`src/rtl/seq_pkg.sv`:
```
// Shared types and constants for the instruction sequencer: opcodes, FSM states,
// instruction field positions and the PC width helper.
package seq_pkg;

  localparam int INSTR_OP_MSB  = 11;
  localparam int INSTR_OP_LSB  = 9;
  localparam int INSTR_RD_MSB  = 8;
  localparam int INSTR_RD_LSB  = 6;
  localparam int INSTR_RS1_MSB = 5;
  localparam int INSTR_RS1_LSB = 3;
  localparam int INSTR_RS2_MSB = 2;
  localparam int INSTR_RS2_LSB = 0;
  localparam int INSTR_IMM_LSB = 0;

  typedef enum logic [2:0] {
    OP_LOADI = 3'd0,
    OP_ADD   = 3'd1,
    OP_SUB   = 3'd2,
    OP_AND   = 3'd3,
    OP_OR    = 3'd4,
    OP_MOV   = 3'd5,
    OP_BEQZ  = 3'd6,
    OP_HALT  = 3'd7
  } opcode_e;

  typedef enum logic [1:0] {
    ST_IDLE  = 2'd0,
    ST_FETCH = 2'd1,
    ST_READ  = 2'd2,
    ST_EXEC  = 2'd3
  } state_e;

  // A single-word memory still needs a 1-bit address.
  function automatic int pcWidth(input int depth);
    return (depth > 1) ? $clog2(depth) : 1;
  endfunction

endpackage

```
`src/rtl/seq_alu.sv`:
```
// Combinational ALU for the sequencer: computes the write-back value for each opcode
// and flags whether operand a is zero (used by BEQZ).
module seq_alu
  import seq_pkg::*;
#(
  parameter int DATA_W = 4
) (
  input  opcode_e           op_i,
  input  logic [DATA_W-1:0] a_i,
  input  logic [DATA_W-1:0] b_i,
  input  logic [DATA_W-1:0] imm_i,
  output logic [DATA_W-1:0] result_o,
  output logic              zero_o
);

  always_comb begin
    result_o = '0;
    case (op_i)
      OP_LOADI: result_o = imm_i;
      OP_ADD:   result_o = a_i + b_i;
      OP_SUB:   result_o = a_i - b_i;
      OP_AND:   result_o = a_i & b_i;
      OP_OR:    result_o = a_i | b_i;
      OP_MOV:   result_o = a_i;
      default:  result_o = '0;
    endcase
  end

  assign zero_o = (a_i == '0);

endmodule

```
`src/rtl/instruction_sequencer.sv`:
```
// Fetch/read/execute controller driving the 8x4 register file; one instruction every
// three cycles, with external register loads accepted only while idle.
module instruction_sequencer
  import seq_pkg::*;
#(
  parameter int IMEM_DEPTH = 8,
  parameter int INSTR_W    = 12,
  parameter int DATA_W     = 4,
  parameter int RADDR_W    = 3,
  localparam int PC_W      = pcWidth(IMEM_DEPTH)
) (
  input  logic               clk,
  input  logic               reset,
  input  logic               start,
  input  logic               ext_load_en,
  input  logic [RADDR_W-1:0] ext_load_addr,
  input  logic [DATA_W-1:0]  ext_load_data,
  output logic [PC_W-1:0]    imem_addr,
  input  logic [INSTR_W-1:0] imem_rdata,
  output logic [RADDR_W-1:0] RF_ad1,
  output logic [RADDR_W-1:0] RF_ad2,
  input  logic [DATA_W-1:0]  RF_d1,
  input  logic [DATA_W-1:0]  RF_d2,
  output logic [RADDR_W-1:0] RF_wa,
  output logic [DATA_W-1:0]  RF_wd,
  output logic               RF_we,
  output logic               RF_external_load,
  output logic               busy,
  output logic               done,
  output logic [PC_W-1:0]    pc
);

  state_e             state_q, state_d;
  logic [PC_W-1:0]    pc_q, pc_d;
  logic [INSTR_W-1:0] ir_q, ir_d;
  logic               done_q, done_d;

  opcode_e            irOp;
  logic [RADDR_W-1:0] irRd, irRs1, irRs2;
  logic [DATA_W-1:0]  irImm;
  logic [DATA_W-1:0]  aluResult;
  logic               aluZero;
  logic [PC_W-1:0]    pcNext;

  assign irOp  = opcode_e'(ir_q[INSTR_OP_MSB:INSTR_OP_LSB]);
  assign irRd  = ir_q[INSTR_RD_MSB:INSTR_RD_LSB];
  assign irRs1 = ir_q[INSTR_RS1_MSB:INSTR_RS1_LSB];
  assign irRs2 = ir_q[INSTR_RS2_MSB:INSTR_RS2_LSB];
  assign irImm = ir_q[INSTR_IMM_LSB +: DATA_W];

  seq_alu #(.DATA_W(DATA_W)) u_alu (
    .op_i    (irOp),
    .a_i     (RF_d1),
    .b_i     (RF_d2),
    .imm_i   (irImm),
    .result_o(aluResult),
    .zero_o  (aluZero)
  );

  assign pcNext = (pc_q == PC_W'(IMEM_DEPTH - 1)) ? '0 : pc_q + 1'b1;

  always_ff @(posedge clk or negedge reset) begin
    if (!reset) begin
      state_q <= ST_IDLE;
      pc_q    <= '0;
      ir_q    <= '0;
      done_q  <= 1'b0;
    end else begin
      state_q <= state_d;
      pc_q    <= pc_d;
      ir_q    <= ir_d;
      done_q  <= done_d;
    end
  end

  always_comb begin
    state_d          = state_q;
    pc_d             = pc_q;
    ir_d             = ir_q;
    done_d           = 1'b0;
    RF_ad1           = '0;
    RF_ad2           = '0;
    RF_wa            = '0;
    RF_wd            = '0;
    RF_we            = 1'b0;
    RF_external_load = 1'b0;
    case (state_q)
      ST_IDLE: begin
        // The reset term keeps the external load path quiet while reset is held.
        if (start) begin
          state_d = ST_FETCH;
          pc_d    = '0;
        end else if (ext_load_en && reset) begin
          RF_external_load = 1'b1;
          RF_wa            = ext_load_addr;
          RF_wd            = ext_load_data;
        end
      end
      ST_FETCH: begin
        ir_d    = imem_rdata;
        state_d = ST_READ;
      end
      ST_READ: begin
        RF_ad1  = irRs1;
        RF_ad2  = irRs2;
        state_d = ST_EXEC;
      end
      ST_EXEC: begin
        RF_wa = irRd;
        RF_wd = aluResult;
        RF_we = (irOp != OP_BEQZ) && (irOp != OP_HALT);
        pc_d  = (irOp == OP_BEQZ && aluZero) ? PC_W'(irRd) : pcNext;
        if (irOp == OP_HALT) begin
          state_d = ST_IDLE;
          done_d  = 1'b1;
        end else begin
          state_d = ST_FETCH;
        end
      end
      default: state_d = ST_IDLE;
    endcase
  end

  assign busy      = (state_q != ST_IDLE);
  assign done      = done_q;
  assign pc        = pc_q;
  assign imem_addr = pc_q;

endmodule
```
`config.mk`:
```
export PLATFORM = sky130hd
export DESIGN_NAME = instruction_sequencer
export DESIGN_NICKNAME = d
export VERILOG_FILES = /design/src/rtl/seq_pkg.sv /design/src/rtl/seq_alu.sv /design/src/rtl/instruction_sequencer.sv
export SDC_FILE = /design/constraint.sdc
export NUM_CORES = 1
export LEC_CHECK = 0
export ABC_AREA = 1
export ABC_CLOCK_PERIOD_IN_PS = 2600
export BUFFER_PORTS_ARGS = -buffer_cell sky130_fd_sc_hd__buf_2
export CORE_ASPECT_RATIO = 2
export CORE_MARGIN = 5
export CORE_UTILIZATION = 49
export DETAILED_ROUTE_END_ITERATION = 8
export PLACE_DENSITY = 0.84
export SYNTH_ARGS = -nofsm -noshare
export SYNTH_HDL_FRONTEND = slang
export SYNTH_SLANG_ARGS = --single-unit
export TNS_END_PERCENT = 5
```
`constraint.sdc`:
```
create_clock -name clk -period 2.6 [get_ports clk]
set_input_delay 0.26 -clock clk [delete_from_list [all_inputs] [get_ports clk]]
set_output_delay 0.26 -clock clk [all_outputs]
set_load 0.05 [all_outputs]
```
-- Yosys cells after proc, flatten, opt, wreduce, memory -nomap -nowiden
Cells that the tools add are included.
- memories kept: 0
- logic and storage cells: 54
- input bits: 31
- register bits after elaboration: 18
- memory bits (read-only): 0
- latch bits: 0
- bits in writable memories: 0
- divide/modulo/power cells: 0
- shifts and indexed selects: 0
- multiplexer cells: 22
- order comparisons: 0
- multipliers: 0
- bitwise gates (word level): 2
- equality and inequality tests: 14
- add/sub/neg operators: 3
- reductions and logical operators: 9
- operator list (cell ; number):
    $pmux 4 s6 ; 1
    $mux 3 ; 7
    $eq 3x3->1 const B ; 5
    $pmux 3 s2 ; 2
    $mux 4 ; 2
    $pmux 2 s4 ; 1
    $pmux 4 s2 ; 1
    $mux 1 ; 7
    $eq 3x2->1 const B ; 2
    $ne 3x3->1 const B ; 2
    $add 4x4->4 ; 1
    $and 4x4->4 ; 1
    $eq 2x2->1 const B ; 2
    $logic_not 4->1 ; 1
    $or 4x4->4 ; 1
    $reduce_bool 2->1 ; 2
    $sub 4x4->4 ; 1
    $add 3x1->3 const B ; 1
    $eq 3x1->1 const B ; 1
    $logic_and 1x1->1 ; 3
    $logic_not 3->1 ; 1
    $eq 2x1->1 const B ; 1
    $logic_not 2->1 ; 1
    $mux 2 ; 1
    2 further kinds ; 2

-- Logic depth before layout (Yosys ltp)
Gate-level depths: netlist of run 1.
- depth after elaboration: 4
- gate-level depth with buffers: 15
- mapped depth without buffers: 15

-- Modules after synthesis
From an unflattened synthesis of run 1, not the netlist that was laid out.
- cells, all modules: 201
- area total of the unflattened synthesis: 1501.4 µm²
- by module, submodules not included (module ; area each (µm²) ; times used ; cells an instance):
    instruction_sequencer ; 1068.5 ; 1 ; 126
    seq_alu ; 432.9 ; 1 ; 75

-- Worst setup path after synthesis of run 1
Ideal clock, no wire load.
- path kind: flip-flop to output port
- start point: register state_q[0]
- end point: output RF_wd[0]
- stages on the path, launching flop included: 9
- slack: -0.130 ns
- data arrival time: 2.470 ns
- cell sequence: dfrtp_1 > inv_1 > ha_1 > inv_1 > nor2_1 > nand3_1 > clkinv_1 > nand2_1 > a21oi_1
- cells in the longest elaborated chain, start to end: 2
- RTL lines (what ; line ; source):
    start: declaration ; instruction_sequencer.sv:33 ; state_e state_q, state_d;
    start signal: assignment ; instruction_sequencer.sv:69 ; state_q <= state_d;
    $eq 2x2->1 / $logic_not 2->1 (equally long branches) ; instruction_sequencer.sv:87 ; case (state_q)
    $pmux 4 s2 * ; instruction_sequencer.sv:87 ;
    end: declaration ; instruction_sequencer.sv:25 ; output logic [DATA_W-1:0] RF_wd,
Mark *: on every way between the ends. The rest lies on a longest branch, timed or not.

-- Worst setup path in the final report of run 1
- start point: register ir_q[9]
- end point: output RF_wd[3]
- cells in the longest elaborated chain, start to end: 3
- RTL lines (what ; line ; source):
    start: declaration ; instruction_sequencer.sv:35 ; logic [INSTR_W-1:0] ir_q, ir_d;
    start signal: assignment ; instruction_sequencer.sv:71 ; ir_q <= ir_d;
    $eq 3x3->1, or another cell as far along ; seq_alu.sv:18 ; case (op_i)
    $pmux 4 s6 * ; seq_alu.sv:18 ;
    $pmux 4 s2 * ; instruction_sequencer.sv:87 ;
Marks and branches as above.

==> summary.md, run 1 <==
| Metric | Value |
|---|---|
| Net Count, Synth | 239 |
| Total track usage | 19.5% |
| Warnings, synthesis | 0 |
| P_leak | between 1 and 1.5 nW |
| Seq cells post-synth | 18 |
| Gr ovfl total | 0 |
| Core Region | about 2900 µm² |
| Routed WL | 3.87 mm |
| Tot Pwr | 2.42 mW |
| Drt pass-1 iters | 6 |
| Met1 Wirelength | 1.29 mm |
| Final setup violation count | 0 |
| DP Area | roughly 1700 µm² |
| Metal3 WL | 173 µm |
| Via count | 1434 |
| Highest routed metal layer | met4 |
| Largest net degree at the start of global routing | 19 |
| Reg2reg path depth | 3 |
| Min-delay worst type | in2async |
| Syn avg cell area | around 7.4 µm² |
| CTS Hold Bufs | 0 |
| Seq/Total Area, Yosys | 31.2% |
| Yosys cell types | 29 |
| First-pass GRT wire length | 6.34 mm |
| Area Growth Syn to Fin | 25.5% |
| Crit path launch type | flop |
| Register clock-pin slew on the reported worst setup and hold paths | 70 ps |
| Final worst path period share | 96.9% |
| Vias in the first global route | around 1.5k |
| Die width | 48.4 µm |
| DR DRC count | 0 |
| Worst reg2reg path endpoint | ir_q[0] |
| Maximum clock path buffer count | 2 |
| FF-to-FF Start | state_q[1] |
| Site Rows | 28 |
| Critical path fanouts, max | 5 |
| Max Clock Skew | 4.49 ps |
| Hpwl dp | 3.25 mm |
| Placed insts | 275 |
| Hold Vio Cnt, Final | 0 |
| Via/cell ratio | 5.10 |
| Clock buffer count from CTS | 3 |
| Full die area | roughly 4200 µm² |
| Antenna violations before repair | 0 |
| CTS tree | built |
| Worst slack, placed | roughly 110 ps |
| Synth top area cells | dfrtp_1, nand2_1, ha_1, inv_1, mux2_2 |
| Peak supply drop | between 0.0009 and 0.001 V |
| Tightest Pin Transition | 635 ps |
| Clock root cell | clkbuf_8 |
| Final worst slack | 80.0 ps |
| Design area | 1810 µm² |
| Commonest non-fill, non-tap cell in the layout | nand2_1 |
| Most frequent cells in the layout | nand2_1, buf_2, inv_1 |
| Critical Path AT | 2260 ps |
| Max Fclk | 397 MHz |
| Synth top area share | a little under a third |
| Slew HR | 57.7% |
| Mapped cell area | 1440 µm² |
| Power per cell area | approximately 1300 nW/µm² |
| Skew-Pair Late Insertion Delay | between 200 and 300 ps |
| Unrepaired setup endpoints after global routing | yes |
| Crit. End Element | primary output |
| Synth area leader | dfrtp_1 |
| Ant diodes | 0 |
| Final non-filler cell total | 281 |
| Initial Util | 49.6% |
| Setup CP Type | reg2out |
| Routability-driven placement congestion ratio | 0.988 |
| Final Critical Period | 2520 ps |
| R2r setup slk | 960 ps |
| Critical Path RT | 2340 ps |
| Status | complete, no violations |
| Antenna viol nets, final | 0 |
| DIE HEIGHT | 86.7 µm |
| I/O Pins | 54 |
| MaxCap Viol Count | 0 |
| Final net count | between 200 and 300 |
| Met2 routed wirelength | about 2.3 mm |
| Max Slew Vio Count | 0 |
| Htree depth | 1 |
| Sink Count | 18 |
| Drt wl/cell | 13.8 µm |
| Share of cells above drive strength 1 | 32.3% |
| Mapped Cells | 195 |
| PortBufs | 53 |
| Initial DRC count | 30 |
final cells by class:
cell class / count / area (µm²)
clock buffers: 4 / 55.1
fillers: 284 / 1100
inverters: 31 / 116
multi-input cells: 138 / 827
flip-flops and latches: 18 / 450
well taps: 30 / 37.5
repair buffers: 60 / 324
worst max-delay path, cell delays in order, from the launching register on:
cell and delay (ps):
dfrtp_1 410, inv_2 80, nand3_4 90, nand2_2 60
xor2_1 160, ha_1 340, nand2_1 70, nor2_1 40
nor2_1 140, inv_1 60, nand2_1 60, nand3_1 60
nand2_1 60, nand2_1 60, a21oi_2 160, buf_6 170
where the power goes:
part	internal [mW]	leakage, nW	switching [mW]
logic	0.525	0.768	1.13
clock network	0.135	0.0288	0.0971
registers	0.418	0.220	0.111
metal layers:
layer  track usage (%)  vias up
met5                 0        -
met4              13.1        0
met3              3.10       10
met2              36.5       41
met1              18.6      650
li1                  -      733
Yosys cell counts:
cell type and number:
clkbuf_8 1, mux2_2 7, a21oi_2 1, o22ai_1 3
dfrtp_1 18, buf_4 3, nand3_1 9, inv_1 29
a32oi_1 1, buf_6 1, clkinv_1 1, fa_1 1
nor2_4 1, a21oi_1 10, nor4_4 1, nor3_2 1
nand2_1 60, o21ai_0 8, nor2_1 14, ha_1 12
nand4_1 3, nor3_1 1, clkbuf_1 3, o211a_1 1
o211ai_1 1, xor2_1 1, xnor2_1 1, inv_2 1
nand3_4 1
registers in the layout, summed over array words and instances, names as in the netlist:
name / count
state_q: 2
done: 1
imem_addr: 3
ir_q: 12
through the flow:
step	util (%)	TNS (ps)	hold WS (ps)
6_report	62.3	0	7.70
4_1_cts	61.4	0	14.8
5_1_grt	62.3	-116	20.0
2_1_floorplan	-	-579	-35.6
3_5_place_dp	59.4	0	297
3_3_place_gp	59.4	0	293
worst max path at each step:
stage                     slack, ps       start        to
after global routing           -110     ir_q[9]  RF_wd[3]
after CTS                        40     ir_q[9]  RF_wd[3]
after floorplan                -130  state_q[0]  RF_wd[1]
after global placement          160     ir_q[9]  RF_wd[3]
final                            80     ir_q[9]  RF_wd[3]
after detailed placement        110     ir_q[9]  RF_wd[3]
cells by family after synthesis:
kind of cell	Yosys count	share of synthesized area, %
xor gates and xnor gates	2	1.21
adders and majority gates	13	11.8
muxes	7	5.46
AOI/OAI and AO/OA	25	9.97
buffers and inverters	39	12.1
DFF	18	31.2
and+or+nand+nor	91	28.2
what timing repair did:
item                       in CTS  in global routing
setup endpoints to repair       3                  3
hold endpoints to repair        0                  0
resized for setup               3                  3
pin swaps                       0                  5
buffers inserted                0                  2
(Power assumes the default switching activity.)
==> run 2: changes to the inputs <==
--- a/config.mk
+++ b/config.mk
@@ -8,7 +8,6 @@
 export ABC_AREA = 1
 export ABC_CLOCK_PERIOD_IN_PS = 2600
 export BUFFER_PORTS_ARGS = -buffer_cell sky130_fd_sc_hd__buf_2
-export CORE_ASPECT_RATIO = 2
 export CORE_MARGIN = 5
 export CORE_UTILIZATION = 49
 export DETAILED_ROUTE_END_ITERATION = 8
==> summary.md, run 2 (same netlist as run 1, synthesis figures left out) <==
| Metric | Value |
|---|---|
| Status | complete, no violations |
| Gr ovfl total | 0 (unchanged) |
| Unrepaired setup endpoints after global routing | yes |
| Peak supply drop | 0.00113 V (+13%) |
| Die width | 64.3 µm (+33%) |
| Critical path's slowest cell | dfrtp_1 |
| Setup CP Type | reg2out |
| CTS tree | built |
| Area of the multi-input gates | 830 µm² (+0.30%) |
| Power per cell area | 1320 nW/µm² (-1.4%) |
| Initial Util | 51.9% (+2.3 points) |
| I/O Pins | 54 (unchanged) |
| Antenna violations before repair | 0 (unchanged) |
| Most frequent cells in the layout | nand2_1, buf_2, inv_1 |
| Routability-driven placement congestion ratio | 0.925 (-6.5%) |
| Ant diodes | 0 (unchanged) |
| Final hold slack | 160 ps (+152 ps) |
| Hpwl dp | 2.82 mm (-13%) |
| Hold Vio Cnt, Final | 0 (unchanged) |
| Commonest non-fill, non-tap cell in the layout | nand2_1 |
| DP Area | 1720 µm² (-0.36%) |
| Vias in the first global route | 1391 (-5.1%) |
| Slew HR | 58.5% (+0.77 points) |
| Critical Path RT | 2340 ps (about the same) |
| Critical path's largest stage delay | 430 ps (+20 ps) |
| Largest net degree at the start of global routing | 19 (unchanged) |
| Cell mode on critical path | nand2_1 |
| Crit path launch type | flop |
| Initial DRC count | 123 (+310%) |
| Max Fclk | 390 MHz (-1.8%) |
| Area Growth Syn to Fin | 25.8% |
| DR DRC count | 0 (unchanged) |
| Design area | 1820 µm² (+0.28%) |
| Critical Path AT | 2310 ps (+50 ps) |
| Max reg flops | 12 (unchanged) |
| Crit-path cells | inv_2 > nand3_4 > nand2_2 > xor2_1 > ha_1 > nand2_1 > nor2_1 > nor2_2 > inv_1 > nand2_1 > nand3_1 > nand2_1 > nand2_1 > a21oi_2 > buf_6 |
| Final net count | 298 (+0.68%) |
| Final setup violation count | 0 (unchanged) |
| Via/cell ratio | 5.15 (+1.0%) |
| Critical path fanouts, max | 4 (-1) |
| Full die area | 4130 µm² (-1.6%) |
| Total track usage | 18.7% (-0.78 points) |
| Tot Pwr | 2.39 mW (-1.1%) |
| Sequential cell area | 450 µm² (unchanged) |
| Sink Count | 18 (unchanged) |
| P_leak | 1.02 nW (+0.14%) |
| FILL cells | 251 (-12%) |
| Min-delay worst type | in2reg |
| Final worst slack | 34.9 ps (-45.1 ps) |
| PortBufs | 53 (unchanged) |
| Clock buffer count from CTS | 3 (unchanged) |
| Final worst path period share | 98.7% (+1.7 points) |
| MaxCap Viol Count | 0 (unchanged) |
| Site Rows | 19 (-32%) |
| Core Region | 2780 µm² (-4.3%) |
| Fin util | 65.3% (+3.0 points) |
| Drt wl/cell | 13.4 µm (-3.0%) |
| Via count | 1464 (+2.1%) |
| Top reg by flops | ir_q |
| DIE HEIGHT | 64.3 µm (-26%) |
| Final Critical Period | 2570 ps (+45.1 ps) |
| Routed WL | 3.79 mm (-2.0%) |
| Clock root cell | clkbuf_4 |
| First-pass GRT wire length | 6.20 mm (-2.2%) |
| Worst slack, placed | 144 ps (+32.8 ps) |
| Max Slew Vio Count | 0 (unchanged) |
| Htree depth | 1 (unchanged) |
| Maximum clock path buffer count | 2 (unchanged) |
| Max Clock Skew | 8.34 ps (+3.84 ps) |
| Tightest Pin Transition | 623 ps (-11.6 ps) |
| Skew-Pair Late Insertion Delay | 300 ps (+40 ps) |
| Antenna viol nets, final | 0 (unchanged) |
| Drt pass-1 iters | 4 (-2) |
| Share of cells above drive strength 1 | 32.8% (+0.54 points) |
| Register clock-pin slew on the reported worst setup and hold paths | 110 ps (+40 ps) |
| Crit. End Element | primary output |
[run 2: cell count changes in the layout (fill, tap and decap cells not counted), sizes merged]
cell and change:
buf +1, dlygate4sd3 +1
[run 2: power by group]
| part | internal (mW) | switching (mW) | leakage, nW | total, mW |
|---|---|---|---|---|
| combinational | 0.538 | 1.14 | 0.777 | 1.68 |
| sequential | 0.416 | 0.117 | 0.220 | 0.534 |
| clock | 0.0854 | 0.0883 | 0.0210 | 0.174 |
[run 2: layer usage]
metal / vias to the layer above / part of all wire [%] / GRT usage (%)
li1: 735 / - / -
met1: 648 / 42 / 24.5
met2: 67 / 46 / 28.7
met3: 14 / 8.8 / 3.68
met4: 0 / 3.4 / 9.92
met5: - / 0 / 0
[run 2: final timing paths]
kind / depth (start not counted) / slack [ps] / endpoint / start
hold / removal: 3 / 160 / ir_q[7] / imem_rdata[7]
hold reg to reg: 1 / 520 / ir_q[5] / ir_q[5]
min in group asynchronous: 3 / 450 / ir_q[8] / reset
max in group asynchronous: 3 / 1940 / ir_q[10] / reset
setup / recovery: 15 / 30 / RF_wd[3] / ir_q[9]
setup reg to reg: 3 / 980 / ir_q[4] / state_q[1]
[run 2: per-stage QoR]
stage | std cells | setup TNS (ps)
CTS | 281 | 0
finish | 284 | 0
detailed placement | 275 | 0
floorplan | 195 | -579
global route | 284 | -154
global placement | 275 | 0
[run 2: repair_timing]
item                                    in CTS  in global routing
hold buffers                                 1                  0
setup buffers                                1                  3
gates cloned                                 0                  0
endpoints found under the setup margin       3                  3
pin swaps                                    0                  5
hold endpoints to repair                    18                  0
resized for setup                            4                  5
[run 2: area by class of cell]
| type | count | area share [%] |
|---|---|---|
| well taps | 31 | 2.14 |
| repair buffers | 62 | 19.0 |
| flip-flops and latches | 18 | 24.8 |
| clock buffers | 4 | 2.00 |
| inverters | 31 | 6.41 |
| multi-input cells | 138 | 45.7 |
[run 2: critical path: cells and delay by family (launching register included)]
| kind | cells | cell delay, ps |
|---|---|---|
| buffers and inverters | 3 | 300 |
| AOI/OAI and AO/OA | 1 | 160 |
| adders and majority gates | 1 | 340 |
| and+or+nand+nor | 9 | 630 |
| DFF | 1 | 430 |
| xor gates and xnor gates | 1 | 160 |
==> run 3: changes to the inputs <==
--- a/config.mk
+++ b/config.mk
@@ -8,9 +8,11 @@
 export ABC_AREA = 1
 export ABC_CLOCK_PERIOD_IN_PS = 2600
 export BUFFER_PORTS_ARGS = -buffer_cell sky130_fd_sc_hd__buf_2
+export CAP_MARGIN = 5
 export CORE_MARGIN = 5
 export CORE_UTILIZATION = 49
 export DETAILED_ROUTE_END_ITERATION = 8
+export GPL_TIMING_DRIVEN = 0
 export PLACE_DENSITY = 0.84
 export SYNTH_ARGS = -nofsm -noshare
 export SYNTH_HDL_FRONTEND = slang
==> summary.md, run 3 (same netlist as run 1, synthesis figures left out) <==
| Metric | Value |
|---|---|
| Final setup violation count | 0 (unchanged) |
| Tightest Pin Transition | 433 ps (-190 ps) |
| Worst slack, placed | 29.9 ps (-114 ps) |
| Htree depth | 1 (unchanged) |
| Largest net degree at the start of global routing | 20 (+1) |
| Max Fclk | 387 MHz (-0.81%) |
| Vias in the first global route | 1368 (-1.7%) |
| DIE HEIGHT | 64.3 µm (unchanged) |
| Top reg by flops | ir_q |
| Site Rows | 19 (unchanged) |
| DP Area | 1750 µm² (+1.7%) |
| DR DRC count | 0 (unchanged) |
| Slew HR | 71.1% (+13 points) |
| Ant diodes | 0 (unchanged) |
| Antenna viol nets, final | 0 (unchanged) |
| Placed insts | 279 (+1.5%) |
| Full die area | 4130 µm² (unchanged) |
| Hold Vio Cnt, Final | 0 (unchanged) |
| Register clock-pin slew on the reported worst setup and hold paths | 100 ps (about the same) |
| Max Clock Skew | 4.23 ps (-4.11 ps) |
| Status | complete, no violations |
| Total track usage | 18.0% (-0.66 points) |
| Clock buffer count from CTS | 3 (unchanged) |
| P_leak | 1.03 nW (+1.2%) |
| MaxCap Viol Count | 0 (unchanged) |
| Final worst path period share | 99.5% (+0.80 points) |
| Share of cells above drive strength 1 | 34.5% (+1.7 points) |
| Most frequent cells in the layout | nand2_1, buf_2, inv_1 |
| Critical Path AT | 2330 ps (+20 ps) |
| Crit. End Element | primary output |
| Via/cell ratio | 5.10 (-0.99%) |
| Skew-Pair Late Insertion Delay | 290 ps (about the same) |
| Drt pass-1 iters | 5 (+1) |
| Routed WL | 3.67 mm (-3.4%) |
| Critical path's slowest cell | dfrtp_2 |
| Unrepaired setup endpoints after global routing | yes |
| Min-delay worst type | in2reg |
| Tot Pwr | 2.42 mW (+1.3%) |
| Final non-filler cell total | 289 (+1.8%) |
| PortBufs | 53 (unchanged) |
| Max Slew Vio Count | 0 (unchanged) |
| Initial Util | 51.9% (unchanged) |
| Antenna violations before repair | 0 (unchanged) |
| Core Region | 2780 µm² (unchanged) |
| Critical path fanouts, max | 5 (+1) |
| Critical Path RT | 2340 ps (about the same) |
| Commonest non-fill, non-tap cell in the layout | nand2_1 |
| Crit-path cells | inv_4 > nand3_4 > nand2_2 > xor2_1 > ha_1 > nand2_1 > nor2_2 > nor2_2 > inv_1 > nand2_1 > nand3_1 > nand2_1 > nand2_1 > a21oi_2 > buf_6 |
| Clock root cell | clkbuf_4 |
| Area Growth Syn to Fin | 29.0% |
| Sink Count | 18 (unchanged) |
| Fin util | 66.9% (+1.6 points) |
| Cell mode on critical path | nand2_1 |
| Crit path launch type | flop |
| Peak supply drop | 0.00121 V (+7.3%) |
| Routability-driven placement congestion ratio | 0.846 (-8.5%) |
| Final net count | 304 (+2.0%) |
| Die width | 64.3 µm (unchanged) |
| Setup CP Type | reg2out |
| Hpwl dp | 2.88 mm (+2.2%) |
| Gr ovfl total | 0 (unchanged) |
| Max reg flops | 12 (unchanged) |
| Final hold slack | 172 ps (+11.9 ps) |
| Critical path's largest stage delay | 440 ps (about the same) |
| First-pass GRT wire length | 6.13 mm (-1.1%) |
| I/O Pins | 54 (unchanged) |
| Final Critical Period | 2590 ps (+20.9 ps) |
| Maximum clock path buffer count | 2 (unchanged) |
| Power per cell area | 1300 nW/µm² (-1.1%) |
| Via count | 1475 (+0.75%) |
| Total negative setup slack | 0 ps (unchanged) |
| Final worst slack | 14.1 ps (-20.9 ps) |
| CTS tree | built |
| Drt wl/cell | 12.7 µm (-5.0%) |
| Design area | 1860 µm² (+2.5%) |
| Initial DRC count | 65 (-47%) |
==> run 3: changes by cell type in the layout (fill, tap and decap cells not counted), sizes merged <==
cell    delta
clkbuf     +3
clkinv     +1
inv        -1
buf        +2
==> run 3: report_power, final <==
group	switching [mW]	internal, mW	total, mW
logic	1.17	0.584	1.76
registers	0.110	0.419	0.529
clock network	0.0828	0.0539	0.137
==> run 3: worst max-delay path, delay by kind of cell (launching register included) <==
family,cells,cell delay (ps)
AND/OR/NAND/NOR,9,690
AO/OA/AOI/OAI,1,140
flip-flops,1,440
XOR/XNOR,1,170
adder cells (fa/ha/maj),1,290
buffers and inverters,3,300
==> run 3: worst paths after layout <==
check | to | start | slack (ps) | cells after the start
max in group asynchronous | ir_q[11] | reset | 1850 | 2
worst min register to register | ir_q[4] | ir_q[4] | 520 | 1
worst max register to register | ir_q[9] | state_q[1] | 900 | 5
worst min-delay path | ir_q[11] | imem_rdata[11] | 170 | 3
worst max-delay path | RF_wd[3] | ir_q[9] | 10 | 15
min in group asynchronous | imem_addr[2] | reset | 430 | 2
==> run 3: layout make-up <==
cell class	instances	area, µm²
sequential	18	453
buffer	8	58.8
clock buffer	3	22.5
inverter	31	124
tap	31	38.8
timing repair buffer	60	329
multi-input combinational	138	835
fill	257	921
==> run 3: repair_timing <==
item | CTS | global route
cloned | 0 | 0
pin swaps | 1 | 6
setup buffers | 2 | 4
endpoints found under the hold margin | 18 | 0
setup endpoints to repair | 3 | 7
gates resized for setup | 8 | 8
hold buffers | 1 | 0
==> run 3: layer usage <==
metal / part of all wire (%) / vias up / global-route usage (%)
li1: - / 743 / -
met1: 43 / 671 / 25.1
met2: 47 / 55 / 28.2
met3: 8.9 / 6 / 4.03
met4: 1.1 / 0 / 4.58
met5: 0 / - / 0
